**src/rtl/div_iter_if.sv**
```systemverilog
// Request/result bundle for the iterative divider.
// The master side is the execute-stage ALU, the slave side is the divider.
interface div_iter_if;
    logic        div_valid;
    logic        div_signed;
    logic [31:0] dividend;
    logic [31:0] divisor;
    logic        div_ready;
    logic        cancel;
    logic        dout_valid;
    logic        dout_ready;
    logic [31:0] quotient;
    logic [31:0] remainder;

    modport master (
        output div_valid, div_signed, dividend, divisor, cancel, dout_ready,
        input  div_ready, dout_valid, quotient, remainder
    );

    modport slave (
        input  div_valid, div_signed, dividend, divisor, cancel, dout_ready,
        output div_ready, dout_valid, quotient, remainder
    );
endinterface

```
**src/rtl/div_iter.sv**
```systemverilog
// Iterative radix-2 restoring divider, 32-bit signed/unsigned.
// A request is accepted in IDLE, 32 BUSY cycles produce one quotient bit
// each on the magnitudes, FIX applies signs and the divide-by-zero result,
// and DONE holds the result until the consumer takes it.
module div_iter (
    input  logic      clk,
    input  logic      resetn,
    div_iter_if.slave bus
);

    typedef enum logic [1:0] {
        IDLE = 2'd0,
        BUSY = 2'd1,
        FIX  = 2'd2,
        DONE = 2'd3
    } state_t;

    state_t      state;
    state_t      state_next;

    logic [31:0] quo_shift;
    logic [31:0] rem_reg;
    logic [31:0] divisor_abs;
    logic [31:0] dividend_orig;
    logic [4:0]  bit_count;
    logic        q_neg;
    logic        r_neg;
    logic        div_zero;

    logic        dout_valid_reg;
    logic [31:0] quotient_reg;
    logic [31:0] remainder_reg;

    logic [31:0] dividend_abs;
    logic [31:0] divisor_in_abs;
    logic [32:0] partial;
    logic [32:0] diff;
    logic        diff_neg;
    logic [31:0] quotient_fix;
    logic [31:0] remainder_fix;

    assign bus.div_ready  = (state == IDLE);
    assign bus.dout_valid = dout_valid_reg;
    assign bus.quotient   = quotient_reg;
    assign bus.remainder  = remainder_reg;

    // Operand magnitudes at acceptance; only signed requests take the absolute value.
    always_comb begin
        dividend_abs   = bus.dividend;
        divisor_in_abs = bus.divisor;
        if (bus.div_signed && bus.dividend[31]) begin
            dividend_abs = ~bus.dividend + 32'd1;
        end
        if (bus.div_signed && bus.divisor[31]) begin
            divisor_in_abs = ~bus.divisor + 32'd1;
        end
    end

    // One restoring step: trial-subtract the divisor from the shifted partial remainder.
    always_comb begin
        partial  = {rem_reg, quo_shift[31]};
        diff     = partial - {1'b0, divisor_abs};
        diff_neg = diff[32];
    end

    // Final sign correction, with divide-by-zero overriding the iterated result.
    always_comb begin
        quotient_fix  = q_neg ? (~quo_shift + 32'd1) : quo_shift;
        remainder_fix = r_neg ? (~rem_reg + 32'd1) : rem_reg;
        if (div_zero) begin
            quotient_fix  = 32'hFFFF_FFFF;
            remainder_fix = dividend_orig;
        end
    end

    // State register.
    always_ff @(posedge clk) begin
        if (!resetn) begin
            state <= IDLE;
        end else begin
            state <= state_next;
        end
    end

    // Next-state logic; cancel returns to IDLE from anywhere and beats a new request.
    always_comb begin
        state_next = state;
        if (bus.cancel) begin
            state_next = IDLE;
        end else begin
            case (state)
                IDLE: begin
                    if (bus.div_valid) begin
                        state_next = BUSY;
                    end
                end
                BUSY: begin
                    if (bit_count == 5'd0) begin
                        state_next = FIX;
                    end
                end
                FIX: begin
                    state_next = DONE;
                end
                DONE: begin
                    if (dout_valid_reg && bus.dout_ready) begin
                        state_next = IDLE;
                    end
                end
                default: begin
                    state_next = IDLE;
                end
            endcase
        end
    end

    // Datapath: latch operands, iterate, publish the result and hold it until taken.
    always_ff @(posedge clk) begin
        if (!resetn) begin
            quo_shift      <= 32'd0;
            rem_reg        <= 32'd0;
            divisor_abs    <= 32'd0;
            dividend_orig  <= 32'd0;
            bit_count      <= 5'd0;
            q_neg          <= 1'b0;
            r_neg          <= 1'b0;
            div_zero       <= 1'b0;
            dout_valid_reg <= 1'b0;
            quotient_reg   <= 32'd0;
            remainder_reg  <= 32'd0;
        end else if (bus.cancel) begin
            dout_valid_reg <= 1'b0;
        end else begin
            case (state)
                IDLE: begin
                    if (bus.div_valid) begin
                        quo_shift     <= dividend_abs;
                        rem_reg       <= 32'd0;
                        divisor_abs   <= divisor_in_abs;
                        dividend_orig <= bus.dividend;
                        q_neg         <= bus.div_signed & (bus.dividend[31] ^ bus.divisor[31]);
                        r_neg         <= bus.div_signed & bus.dividend[31];
                        div_zero      <= (bus.divisor == 32'd0);
                        bit_count     <= 5'd31;
                    end
                end
                BUSY: begin
                    if (diff_neg) begin
                        rem_reg   <= partial[31:0];
                        quo_shift <= {quo_shift[30:0], 1'b0};
                    end else begin
                        rem_reg   <= diff[31:0];
                        quo_shift <= {quo_shift[30:0], 1'b1};
                    end
                    if (bit_count != 5'd0) begin
                        bit_count <= bit_count - 5'd1;
                    end
                end
                FIX: begin
                    quotient_reg   <= quotient_fix;
                    remainder_reg  <= remainder_fix;
                    dout_valid_reg <= 1'b1;
                end
                DONE: begin
                    if (dout_valid_reg && bus.dout_ready) begin
                        dout_valid_reg <= 1'b0;
                    end
                end
                default: begin
                    dout_valid_reg <= 1'b0;
                end
            endcase
        end
    end

endmodule
```
**src/flat_wrapper.sv**
```systemverilog
// flat-port wrapper written by rule: the top's interface ports become plain ports
module div_iter_flat 
  (clk, resetn, bus_div_valid, bus_div_signed, bus_dividend, bus_divisor, bus_cancel, bus_dout_ready, bus_div_ready, bus_dout_valid, bus_quotient, bus_remainder);
  div_iter_if bus_i ();
  input  logic clk;
  input  logic resetn;
  input wire logic [$bits(bus_i.div_valid)-1:0] bus_div_valid;
  input wire logic [$bits(bus_i.div_signed)-1:0] bus_div_signed;
  input wire logic [$bits(bus_i.dividend)-1:0] bus_dividend;
  input wire logic [$bits(bus_i.divisor)-1:0] bus_divisor;
  input wire logic [$bits(bus_i.cancel)-1:0] bus_cancel;
  input wire logic [$bits(bus_i.dout_ready)-1:0] bus_dout_ready;
  output wire logic [$bits(bus_i.div_ready)-1:0] bus_div_ready;
  output wire logic [$bits(bus_i.dout_valid)-1:0] bus_dout_valid;
  output wire logic [$bits(bus_i.quotient)-1:0] bus_quotient;
  output wire logic [$bits(bus_i.remainder)-1:0] bus_remainder;
  assign bus_i.div_valid = bus_div_valid;
  assign bus_i.div_signed = bus_div_signed;
  assign bus_i.dividend = bus_dividend;
  assign bus_i.divisor = bus_divisor;
  assign bus_i.cancel = bus_cancel;
  assign bus_i.dout_ready = bus_dout_ready;
  assign bus_div_ready = bus_i.div_ready;
  assign bus_dout_valid = bus_i.dout_valid;
  assign bus_quotient = bus_i.quotient;
  assign bus_remainder = bus_i.remainder;
  div_iter u_core (.clk(clk), .resetn(resetn), .bus(bus_i));
endmodule
```
**config.mk**
```make
export PLATFORM = sky130hd
export DESIGN_NAME = div_iter_flat
export DESIGN_NICKNAME = d
export VERILOG_FILES = /design/src/rtl/div_iter_if.sv /design/src/rtl/div_iter.sv /design/src/flat_wrapper.sv
export SDC_FILE = /design/constraint.sdc
export NUM_CORES = 1
export LEC_CHECK = 0
export BUFFER_PORTS_ARGS = -buffer_cell sky130_fd_sc_hd__buf_2
export CAP_MARGIN = 10
export CORE_AREA = 2 2 171 156
export CTS_CLUSTER_SIZE = 12
export DETAILED_ROUTE_END_ITERATION = 7
export DIE_AREA = 0 0 173 158
export GPL_TIMING_DRIVEN = 0
export HOLD_SLACK_MARGIN = 0.05
export PLACE_DENSITY = 0.75
export SKIP_CTS_REPAIR_TIMING = 1
export SLEW_MARGIN = 25
export SYNTH_ARGS = -nofsm -noshare
export SYNTH_HDL_FRONTEND = slang
export SYNTH_SLANG_ARGS = --single-unit
export TNS_END_PERCENT = 10
```
**constraint.sdc**
```tcl
create_clock -name clk -period 3.05 [get_ports clk]
set_clock_uncertainty 0.15 [all_clocks]
set_input_delay 0.61 -clock clk [delete_from_list [all_inputs] [get_ports clk]]
set_output_delay 0.61 -clock clk [all_outputs]
set_load 0.005 [all_outputs]
```
==> results of run 1 <==
## final cells by class
class / count / area, µm² / share of cell area [%]
buffer: 91 / 454 / 3.12
inverter: 56 / 213 / 1.46
tap: 348 / 435 / 2.99
clock buffer: 33 / 694 / 4.78
timing repair buffer: 149 / 846 / 5.82
sequential: 203 / 4100 / 28.2
multi-input combinational: 1237 / 7710 / 53.0
clock inverter: 10 / 92.6 / 0.637
## tightest hold or removal path, cell delays in order
cell     delay [ns]
buf_2          0.12
nand2_1        0.06
a21oi_1        0.05
## through the flow
step / setup WS, ns / cells
finish: -0.00606 / 2127
detailed placement: -0.636 / 2072
CTS: -0.668 / 2115
floorplan: 0.0295 / 1589
global route: -0.0919 / 2127
global placement: -0.610 / 2072
## cell usage after synthesis (all sizes together), types with 3 or more instances
cell type | n | area share (%)
inv | 56 | 1.7
o211ai | 5 | 0.31
o41ai | 13 | 1.1
nor3 | 23 | 0.95
nor4 | 13 | 0.84
ha | 42 | 4.3
xor2 | 91 | 6.6
nor3b | 3 | 0.23
nand3 | 48 | 2.0
nand4 | 6 | 0.31
nand2 | 263 | 8.1
clkbuf | 76 | 2.8
a211oi | 29 | 1.8
a31oi | 26 | 1.3
o21a | 4 | 0.25
o22ai | 7 | 0.36
or4 | 13 | 0.91
or2 | 4 | 0.21
o21ai | 141 | 5.8
a21oi | 166 | 6.9
xnor2 | 56 | 4.2
o31ai | 26 | 1.6
nor2 | 109 | 3.4
a21o | 17 | 1.1
buf | 16 | 0.62
and3 | 14 | 0.73
or3 | 10 | 0.52
nor2b | 8 | 0.41
and2 | 7 | 0.36
mux2i | 34 | 2.8
o31a | 3 | 0.22
nand2b | 18 | 0.93
o221ai | 3 | 0.27
a311oi | 4 | 0.29
dfxtp | 203 | 33
## logic make-up after synthesis
| group | after synthesis |
|---|---|
| multiplexers | 34 |
| AND/OR/NAND/NOR | 545 |
| flip-flops | 203 |
| buffers and inverters | 149 |
| AO/OA/AOI/OAI | 468 |
| XOR/XNOR | 147 |
| adder cells (fa/ha/maj) | 43 |
## power breakdown
part           internal (mW)  total, mW  switching [mW]
registers               2.75       2.84          0.0883
clock network           1.68       2.85            1.17
logic                  0.466       1.18           0.714
## per-layer routing
| layer | wire length, µm | up-vias | part of all wire, % | GRT usage (%) |
|---|---|---|---|---|
| met5 | 0 | - | 0 | 0 |
| met4 | 728 | 0 | 1.9 | 6.34 |
| met3 | 3270 | 60 | 8.6 | 4.83 |
| met2 | 16700 | 573 | 44 | 41.8 |
| met1 | 17300 | 5765 | 45 | 37.5 |
| li1 | - | 5931 | - | - |
## path summary, 6_finish.rpt
path                            start  cells after the start                       end
min                  bus_dividend[23]                      3  u_core.dividend_orig[23]
max reg2reg         u_core.rem_reg[7]                      9  u_core.bus.remainder[30]
max                 u_core.rem_reg[7]                      9  u_core.bus.remainder[30]
min reg2reg  u_core.bus.remainder[19]                      2  u_core.bus.remainder[19]
==> summary.md, run 1 <==
| Metric | Value |
|---|---|
| First-pass GRT wire length | `58700 µm` |
| IO Port Bufs | `between 100 and 150` |
| CP Launch Type | `flip-flop` |
| Ys Warns | `0` |
| Clk sinks | `approximately 200` |
| H-tree levels | `1` |
| Vias per inst | `5.80` |
| Worst IR Drop VDD | `0.355 mV` |
| Post-synthesis compound-gate area fraction | `a little under a quarter` |
| Post-DRT Antenna Nets | `0` |
| Hold Fails Final Rpt | `0` |
| CP required | `3.32 ns` |
| Synth unique cells | `74` |
| Clk_lat worst skew | `roughly 0.53 ns` |
| Post-Synthesis Net Count | `approximately 1700` |
| Worst-path cell chain | `or4_4, nor4_4, nand3_2, or4_4, o41ai_2, xor2_1, nor2_1, a21oi_1, o21ai_1` |
| Initial antenna violation count | `0` |
| Slew @ Worst Pin | `between 0.7 and 0.8 ns` |
| Crit path top cell by count | `or4_4` |
| Drt wl/cell | `17.8 µm` |
| Ports | `approximately 140` |
| Crit-path max cell delay | `approximately 0.62 ns` |
| Cell area after layout | `14500 µm²` |
| P&R area growth vs syn | `19.7%` |
| Relative slew slack | `between 40% and 50%` |
| DR vias | `around 12000` |
| Period utilisation layout | `100%` |
| Starting Density | `47.4%` |
| Die Height | `around 160 µm` |
| Xor/xnor cell area share of the yosys netlist | `a little over a tenth` |
| TritonCTS buffer count | `24` |
| Lkg Pwr | `around 5.7 nW` |
| Core area | `roughly 26000 µm²` |
| Hold Path Class | `in -> reg` |
| CP top delay family | `simple AND/OR/NAND/NOR gates` |
| DP Area | `approximately 13000 µm²` |
| Max-cap viol count | `0` |
| FF+latch count, synth | `~200` |
| Commonest non-fill, non-tap cells in the layout | `nand2_1 (262), dfxtp_1 (185), a21oi_1 (162), buf_2 (135), o21ai_0 (112)` |
| Nets | `between 1500 and 2000` |
| Share of cells above drive strength 1 | `15.2%` |
| Reg clk slew, reported paths | `0.06 ns` |
| First drt pass iteration count | `6` |
| Async SR Flop Fraction | `0%` |
| Post-synthesis cell area | `~12000 µm²` |
| Failing checks | `negative setup slack` |
| Final Max Tran Viols | `0` |
| CTS tree | `yes` |
| Slowest stage cell, crit path | `or4_4` |
| Crit. End Element | `flip-flop` |
| Die Footprint | `roughly 27000 µm²` |
| Outcome | `finished, violations left` |
| Root buf cell | `clkbuf_16` |
| Post-synthesis simple-gate area fraction | `roughly a fifth` |
| Post-synth EDFFs | `0` |
| PnR worst setup slack | `-0.00606 ns` |
| Largest family of logic cells by synthesized area | `compound AO/OA/AOI/OAI gates` |
| Largest net degree at the start of global routing | `13` |
| Most common cell after layout, fill and taps aside | `nand2_1` |
| DRC errors left | `0` |
| R2r setup slk | `-0.006 ns` |
| Unrepaired setup endpoints after global routing | `yes` |
| Grt ovf | `0` |
| CP max FO | `8` |
| # diodes | `0` |
| Fillers | `2381` |
| Final wirelength | `about 38000 µm` |
| Core Util, Final | `about 57%` |
| 1st-iter DRT viols | `1393` |
| Final HPWL from detailed placement | `around 29000 µm` |
| Row Count | `56` |
| Maximum root-to-sink buffer count | `3` |
| RePlAce Congestion | `slightly above 0.9` |
| Die W | `173 µm` |
| Vias in the first global route | `around 11000` |
| Post-Syn Area per Cell | `about 7.6 µm²` |
| Crit Path Category | `reg -> reg` |
| TNS Setup | `-0.00606 ns` |
| Pwr Total | `6.87 mW` |
| Mux cell area share after synthesis | `2.80%` |
| Worst path arrival time | `3.32 ns` |
| Tot GR Track Use | `about a quarter` |
| Achievable Freq | `between 300 and 400 MHz` |
| Power per cell area | `around 470 nW/µm²` |
| Min Tclk post-route | `~3.1 ns` |
| Prevailing post-synth register cell | `dfxtp_1` |
| Worst Path Buf+Inv | `0` |
| Endpoints failing setup | `1` |
| Hold Worst Slack | `~0.21 ns` |
| Post-Synth Adder-Cell Area | `roughly 4.5%` |
| Post-Synthesis Cells | `roughly 1600` |
| Sequential area share after synthesis | `~33%` |
Note: power is estimated with default switching activity, not from simulation.
==> inputs of run 2 (changes only) <==
--- a/config.mk
+++ b/config.mk
@@ -19,4 +19,4 @@
 export SYNTH_ARGS = -nofsm -noshare
 export SYNTH_HDL_FRONTEND = slang
 export SYNTH_SLANG_ARGS = --single-unit
-export TNS_END_PERCENT = 10
+export TNS_END_PERCENT = 20
==> run 2 against run 1 <==
Compared with the run above:
- the run still ends with negative setup slack left
- register-to-register slack hardly changed
- cell area did not move
- flip-flop and latch count did not move
==> summary.md, run 2 (synthesis gave the netlist of run 1 again) <==
| Metric | Value |
|---|---|
| Largest net degree at the start of global routing | `13 (unchanged)` |
| Crit path top cell by count | `or4_4 (unchanged)` |
| Initial antenna violation count | `0 (unchanged)` |
| Worst Path Buf+Inv | `0 (unchanged)` |
| First drt pass iteration count | `6 (unchanged)` |
| Met3 global-route usage | `4.83% (unchanged)` |
| Grt ovf | `0 (unchanged)` |
| Cells on worst reg2reg path | `9 (unchanged)` |
| First-pass GRT wire length | `58700 µm (unchanged)` |
| Worst path arrival time | `3.33 ns (was 3.32 ns)` |
| # diodes | `0 (unchanged)` |
| Crit. End Element | `flip-flop (unchanged)` |
| R2r setup slk | `-0.02 ns (was -0.006 ns)` |
| H-tree levels | `1 (unchanged)` |
| Pwr Total | `6.86 mW (was 6.87 mW)` |
| Hold Fails Final Rpt | `0 (unchanged)` |
| Die W | `173 µm (unchanged)` |
| Failing checks | `negative setup slack (unchanged)` |
| Slowest stage cell, crit path | `or4_4 (unchanged)` |
| PnR worst setup slack | `-0.0168 ns (was -0.00606 ns)` |
| Commonest non-fill, non-tap cells in the layout | `nand2_1 (262), dfxtp_1 (185), a21oi_1 (162), buf_2 (135), o21ai_0 (112) (unchanged)` |
| CP required | `3.32 ns (about the same)` |
| Min Tclk post-route | `3.07 ns (was 3.06 ns)` |
| P&R area growth vs syn | `19.7% (unchanged)` |
| CTS tree | `yes (unchanged)` |
| Share of cells above drive strength 1 | `15.2% (unchanged)` |
| Maximum root-to-sink buffer count | `3 (unchanged)` |
| Max-cap viol count | `0 (unchanged)` |
| Slew @ Worst Pin | `0.750 ns (was 0.752 ns)` |
| Crit-path max cell delay | `0.62 ns (about the same)` |
| Endpoints failing setup | `1 (unchanged)` |
| Power per cell area | `472 nW/µm² (about the same)` |
| Final wirelength | `37900 µm (about the same)` |
| Worst-path cell chain | `or4_4, nor4_4, nand3_2, or4_4, o41ai_2, xor2_1, nor2_1, a21oi_1, o21ai_1 (unchanged)` |
| Starting Density | `47.4% (unchanged)` |
| Reg2reg end | `u_core.bus.remainder[30] (unchanged)` |
| CP top delay family | `simple AND/OR/NAND/NOR gates (unchanged)` |
| Hold Path Class | `in -> reg (unchanged)` |
| Min-Delay Endpoint | `u_core.dividend_orig[23] (unchanged)` |
| Die Footprint | `27300 µm² (unchanged)` |
| Vias per inst | `5.80 (about the same)` |
| Reg2reg start | `u_core.rem_reg[7] (unchanged)` |
| Drt wl/cell | `17.8 µm (about the same)` |
| GRT Max-Usage Layer | `met2 (unchanged)` |
| Tot GR Track Use | `26.5% (unchanged)` |
| GR Layer Usage met1 | `37.5% (unchanged)` |
| Relative slew slack | `50.0% (was 49.8%)` |
| Fillers | `2381 (unchanged)` |
| TritonCTS buffer count | `24 (unchanged)` |
| Final Max Tran Viols | `0 (unchanged)` |
| CP Launch Type | `flip-flop (unchanged)` |
| Achievable Freq | `326 MHz (was 327 MHz)` |
| Reg clk slew, reported paths | `0.06 ns (about the same)` |
| Die Height | `158 µm (unchanged)` |
| Ports | `136 (unchanged)` |
| Final HPWL from detailed placement | `29200 µm (unchanged)` |
| Nets | `1875 (unchanged)` |
| DRC errors left | `0 (unchanged)` |
| TNS Setup | `-0.0168 ns (was -0.00606 ns)` |
| Met2 global-route usage | `41.8% (unchanged)` |
| Hold Path Depth | `3 (unchanged)` |
| CP max FO | `8 (unchanged)` |
| Core area | `25600 µm² (unchanged)` |
| 1st-iter DRT viols | `1404 (was 1393)` |
| Worst IR Drop VDD | `0.354 mV (was 0.355 mV)` |
| Period utilisation layout | `101% (was 100%)` |
| Root buf cell | `clkbuf_16 (unchanged)` |
| Row Count | `56 (unchanged)` |
| Lkg Pwr | `5.75 nW (unchanged)` |
| Post-DRT Antenna Nets | `0 (unchanged)` |
| DR vias | `12300 (about the same)` |
| Vias in the first global route | `11200 (unchanged)` |
| Clk sinks | `203 (unchanged)` |
| Clk_lat worst skew | `0.53 ns (about the same)` |
| Hold wc startpoint | `bus_dividend[23] (unchanged)` |
| Outcome | `finished, violations left (unchanged)` |
| Unrepaired setup endpoints after global routing | `yes (unchanged)` |
| IO Port Bufs | `135 (unchanged)` |
| Most common cell after layout, fill and taps aside | `nand2_1 (unchanged)` |
| Crit Path Category | `reg -> reg (unchanged)` |
| RePlAce Congestion | `0.926 (unchanged)` |
==> run 2: how the worst max path moves through the flow <==
stage	from	slack (ns)	endpoint	depth (start not counted)
floorplan	u_core.quo_shift[31]	0.03	u_core.rem_reg[18]	13
global placement	u_core.rem_reg[12]	-0.61	u_core.rem_reg[4]	12
detailed placement	u_core.rem_reg[12]	-0.64	u_core.rem_reg[22]	12
CTS	u_core.rem_reg[12]	-0.67	u_core.rem_reg[16]	12
global route	u_core.rem_reg[7]	-0.09	u_core.bus.remainder[30]	9
finish	u_core.rem_reg[7]	-0.02	u_core.bus.remainder[30]	9
==> run 2: area by class of cell <==
cell class,instances,area [µm²],share of cell area (%)
multi-input cells,1237,7710,53.0
flip-flops and latches,203,4100,28.2
repair buffers,149,846,5.82
clock buffers,33,694,4.78
plain buffers,91,454,3.12
well taps,348,435,2.99
inverters,56,213,1.46
clock inverters,10,92.6,0.637
==> run 2: worst min-delay path: cells and delay by family <==
family,cells,cell delay (ns)
AND/OR/NAND/NOR,1,0.06
buffers and inverters,1,0.12
AO/OA/AOI/OAI,1,0.05
==> run 2: report_power, final <==
| part | total, mW | internal, mW | switching, mW |
|---|---|---|---|
| clock network | 2.85 | 1.68 | 1.17 |
| logic | 1.18 | 0.466 | 0.714 |
| registers | 2.84 | 2.75 | 0.0882 |
==> run 2: metrics by stage <==
stage | util [%] | hold slack [ns] | worst slack (ns) | std cells | cell area, µm²
after floorplan | - | 0.281 | 0.0295 | 1589 | 12200
after global placement | 51.8 | 0.292 | -0.610 | 2072 | 13300
after detailed placement | 51.8 | 0.296 | -0.636 | 2072 | 13300
after CTS | 54.8 | 0.203 | -0.668 | 2115 | 14100
after global routing | 56.7 | 0.200 | -0.0919 | 2127 | 14500
final | 56.7 | 0.208 | -0.0168 | 2127 | 14500
==> run 2: layer usage <==
layer / up-vias / wire, µm
met2: 552 / 16600
li1: 5927 / -
met1: 5797 / 17200
met3: 61 / 3270
met4: 0 / 761
met5: - / 0
==> inputs of run 3 (changes only) <==
--- a/config.mk
+++ b/config.mk
@@ -7,13 +7,13 @@
 export LEC_CHECK = 0
 export BUFFER_PORTS_ARGS = -buffer_cell sky130_fd_sc_hd__buf_2
 export CAP_MARGIN = 10
-export CORE_AREA = 2 2 171 156
+export CORE_AREA = 2 2 173 158
 export CTS_CLUSTER_SIZE = 12
 export DETAILED_ROUTE_END_ITERATION = 7
-export DIE_AREA = 0 0 173 158
+export DIE_AREA = 0 0 175 160
 export GPL_TIMING_DRIVEN = 0
 export HOLD_SLACK_MARGIN = 0.05
-export PLACE_DENSITY = 0.75
+export PLACE_DENSITY = 0.73
 export SKIP_CTS_REPAIR_TIMING = 1
 export SLEW_MARGIN = 25
 export SYNTH_ARGS = -nofsm -noshare
==> run 3 against run 2 <==
Compared with the run above:
- the flow still finishes with violations (negative setup slack)
- flip-flop and latch count stayed put
- sequential power hardly changed
- power is 1.7% lower
- via count hardly changed
- critical endpoint is now u_core.rem_reg[0]
- largest cell class unchanged
==> summary.md, run 3 (synthesis gave the netlist of run 1 again) <==
| Metric | Value |
|---|---|
| Min-Delay Endpoint | `u_core.dividend_orig[1] (was u_core.dividend_orig[23])` |
| Endpoints failing setup | `23 (was 1)` |
| Hold Worst Slack | `0.219 ns (was 0.208 ns)` |
| Root buf cell | `clkbuf_16 (unchanged)` |
| IO Port Bufs | `135 (unchanged)` |
| Worst Path Buf+Inv | `3 (was 0)` |
| DR vias | `12300 (about the same)` |
| Min Tclk post-route | `3.10 ns (was 3.07 ns)` |
| Reg clk slew, reported paths | `0.06 ns (about the same)` |
| Initial antenna violation count | `1 (was 0)` |
| Unrepaired setup endpoints after global routing | `yes (unchanged)` |
| Worst-path cell chain | `clkinv_4, ha_4, fa_2, nand2b_4, a21oi_4, o311a_4, a21oi_4, o221ai_4, a21oi_4, xnor2_4, buf_12, buf_8, mux2i_1, a22o_1 (was or4_4, nor4_4, nand3_2, or4_4, o41ai_2, xor2_1, nor2_1, a21oi_1, o21ai_1)` |
| Nets | `1877 (was 1875)` |
| Drt wl/cell | `18.4 µm (was 17.8 µm)` |
| Core area | `26500 µm² (was 25600 µm²)` |
| Final Max Tran Viols | `0 (unchanged)` |
| Fillers | `2491 (was 2381)` |
| Pre-CTS setup slack | `-0.661 ns (was -0.636 ns)` |
| Row Count | `57 (was 56)` |
| CP Launch Type | `flip-flop (unchanged)` |
| Reg2reg start | `u_core.quo_shift[31] (was u_core.rem_reg[7])` |
| Failing checks | `negative setup slack (unchanged)` |
| RePlAce Congestion | `0.953 (was 0.926)` |
| CP required | `3.36 ns (was 3.32 ns)` |
| Lkg Pwr | `5.72 nW (was 5.75 nW)` |
| Crit. End Element | `flip-flop (unchanged)` |
| PnR worst setup slack | `-0.0517 ns (was -0.0168 ns)` |
| Crit-path max cell delay | `0.35 ns (was 0.62 ns)` |
| CP top delay family | `compound AO/OA/AOI/OAI gates (was simple AND/OR/NAND/NOR gates)` |
| Final wirelength | `39200 µm (was 37900 µm)` |
| Max-cap viol count | `0 (unchanged)` |
| Slew @ Worst Pin | `0.879 ns (was 0.750 ns)` |
| Clk sinks | `203 (unchanged)` |
| Commonest non-fill, non-tap cells in the layout | `nand2_1 (262), dfxtp_1 (189), a21oi_1 (161), buf_2 (136), o21ai_0 (115) (was nand2_1 (262), dfxtp_1 (185), a21oi_1 (162), buf_2 (135), o21ai_0 (112))` |
| Slowest stage cell, crit path | `dfxtp_2 (was or4_4)` |
| Grt ovf | `0 (unchanged)` |
| P&R area growth vs syn | `19.7% (about the same)` |
| Cells on worst reg2reg path | `14 (was 9)` |
| Largest net degree at the start of global routing | `13 (unchanged)` |
| Post-DRT Antenna Nets | `0 (unchanged)` |
| Crit path top cell by count | `a21oi_4 (was or4_4)` |
| TritonCTS buffer count | `24 (unchanged)` |
| Clk_lat worst skew | `0.52 ns (was 0.53 ns)` |
| TNS Setup | `-0.502 ns (was -0.0168 ns)` |
| Period utilisation layout | `102% (was 101%)` |
| Share of cells above drive strength 1 | `15.0% (was 15.2%)` |
| Power per cell area | `464 nW/µm² (was 472 nW/µm²)` |
| H-tree levels | `1 (unchanged)` |
| First-pass GRT wire length | `60200 µm (was 58700 µm)` |
| Die Height | `160 µm (was 158 µm)` |
| Hold Fails Final Rpt | `0 (unchanged)` |
| R2r setup slk | `-0.05 ns (was -0.02 ns)` |
| Hold Path Class | `in -> reg (unchanged)` |
| CTS tree | `yes (unchanged)` |
| First drt pass iteration count | `5 (was 6)` |
| Vias in the first global route | `11100 (was 11200)` |
| Ports | `136 (unchanged)` |
| Most common cell after layout, fill and taps aside | `nand2_1 (unchanged)` |
| DRC errors left | `0 (unchanged)` |
| Multi-input gate area | `7720 µm² (was 7710 µm²)` |
| CP max FO | `7 (was 8)` |
| Tot GR Track Use | `26.5% (about the same)` |
| Reg2reg end | `u_core.rem_reg[0] (was u_core.bus.remainder[30])` |
| Vias per inst | `5.79 (was 5.80)` |
| Crit Path Category | `reg -> reg (unchanged)` |
| Worst path arrival time | `3.41 ns (was 3.33 ns)` |
| 1st-iter DRT viols | `1012 (was 1404)` |
| Worst IR Drop VDD | `0.333 mV (was 0.354 mV)` |
| Maximum root-to-sink buffer count | `3 (unchanged)` |
| Starting Density | `45.9% (was 47.4%)` |
| Final HPWL from detailed placement | `29800 µm (was 29200 µm)` |
| Relative slew slack | `41.4% (was 50.0%)` |
| Achievable Freq | `322 MHz (was 326 MHz)` |
| Hold Path Depth | `3 (unchanged)` |
| Die W | `175 µm (was 173 µm)` |
| Flip-flop and latch area | `4100 µm² (unchanged)` |
| Die Footprint | `28000 µm² (was 27300 µm²)` |
| Outcome | `finished, violations left (unchanged)` |
| Core Util, Final | `54.9% (was 56.7%)` |
| Hold wc startpoint | `bus_dividend[1] (was bus_dividend[23])` |
==> run 3: cell count changes in the layout (fill, tap and decap cells not counted), sizes merged <==
| cell | delta |
|---|---|
| bufinv | -1 |
| inv | -2 |
| diode | +1 |
| buf | +4 |
| clkinvlp | +2 |
| clkbuf | -2 |
| clkinv | -3 |
==> run 3: how the worst max path moves through the flow <==
| stage | depth (start not counted) | start | slack (ns) | end |
|---|---|---|---|---|
| after floorplan | 13 | u_core.quo_shift[31] | 0.03 | u_core.rem_reg[18] |
| after global routing | 14 | u_core.quo_shift[31] | -0.18 | u_core.rem_reg[26] |
| final | 14 | u_core.quo_shift[31] | -0.05 | u_core.rem_reg[0] |
| after detailed placement | 12 | u_core.rem_reg[12] | -0.66 | u_core.rem_reg[26] |
| after CTS | 12 | u_core.rem_reg[11] | -0.69 | u_core.rem_reg[24] |
| after global placement | 12 | u_core.rem_reg[11] | -0.61 | u_core.rem_reg[10] |
==> run 3: routing by layer <==
layer  vias up  part of all wire, %  wire [µm]  track usage, %
met3        69                  7.8       3050            3.40
met2       511                   43      17000            40.4
met5         -                    0          0               0
li1       5926                    -          -               -
met1      5838                   46      18000            39.6
met4         0                  2.7       1070            6.55
==> run 3: cell type report <==
| type | instances | area share [%] |
|---|---|---|
| Clock inverter | 6 | 0.284 |
| Multi-Input combinational cell | 1237 | 53.1 |
| Clock buffer | 33 | 4.79 |
| Antenna cell | 1 | 0.0172 |
| Sequential cell | 203 | 28.2 |
| Buffer | 91 | 3.11 |
| Inverter | 56 | 1.48 |
| Timing Repair Buffer | 151 | 5.98 |
| Tap cell | 354 | 3.05 |
==> run 3: worst reg2reg max path, cell delays in order (launching register included) <==
cell and delay, ns:
dfxtp_2 0.35, clkinv_4 0.08, ha_4 0.17, fa_2 0.34
nand2b_4 0.17, a21oi_4 0.20, o311a_4 0.22, a21oi_4 0.09
o221ai_4 0.31, a21oi_4 0.12, xnor2_4 0.16, buf_12 0.17
buf_8 0.15, mux2i_1 0.20, a22o_1 0.16
==> run 3: report_power, final <==
part | switching, mW | internal, mW | total [mW]
registers | 0.0897 | 2.75 | 2.84
clock network | 1.14 | 1.58 | 2.72
logic | 0.726 | 0.463 | 1.19
==> run 3: metrics by stage <==
step | cells | instance area, µm² | power (mW)
3_5_place_dp | 2078 | 13300 | 3.97
6_report | 2132 | 14500 | 6.74
2_1_floorplan | 1589 | 12200 | 3.63
4_1_cts | 2117 | 14000 | 6.67
5_1_grt | 2131 | 14500 | 7.01
3_3_place_gp | 2078 | 13300 | 3.95
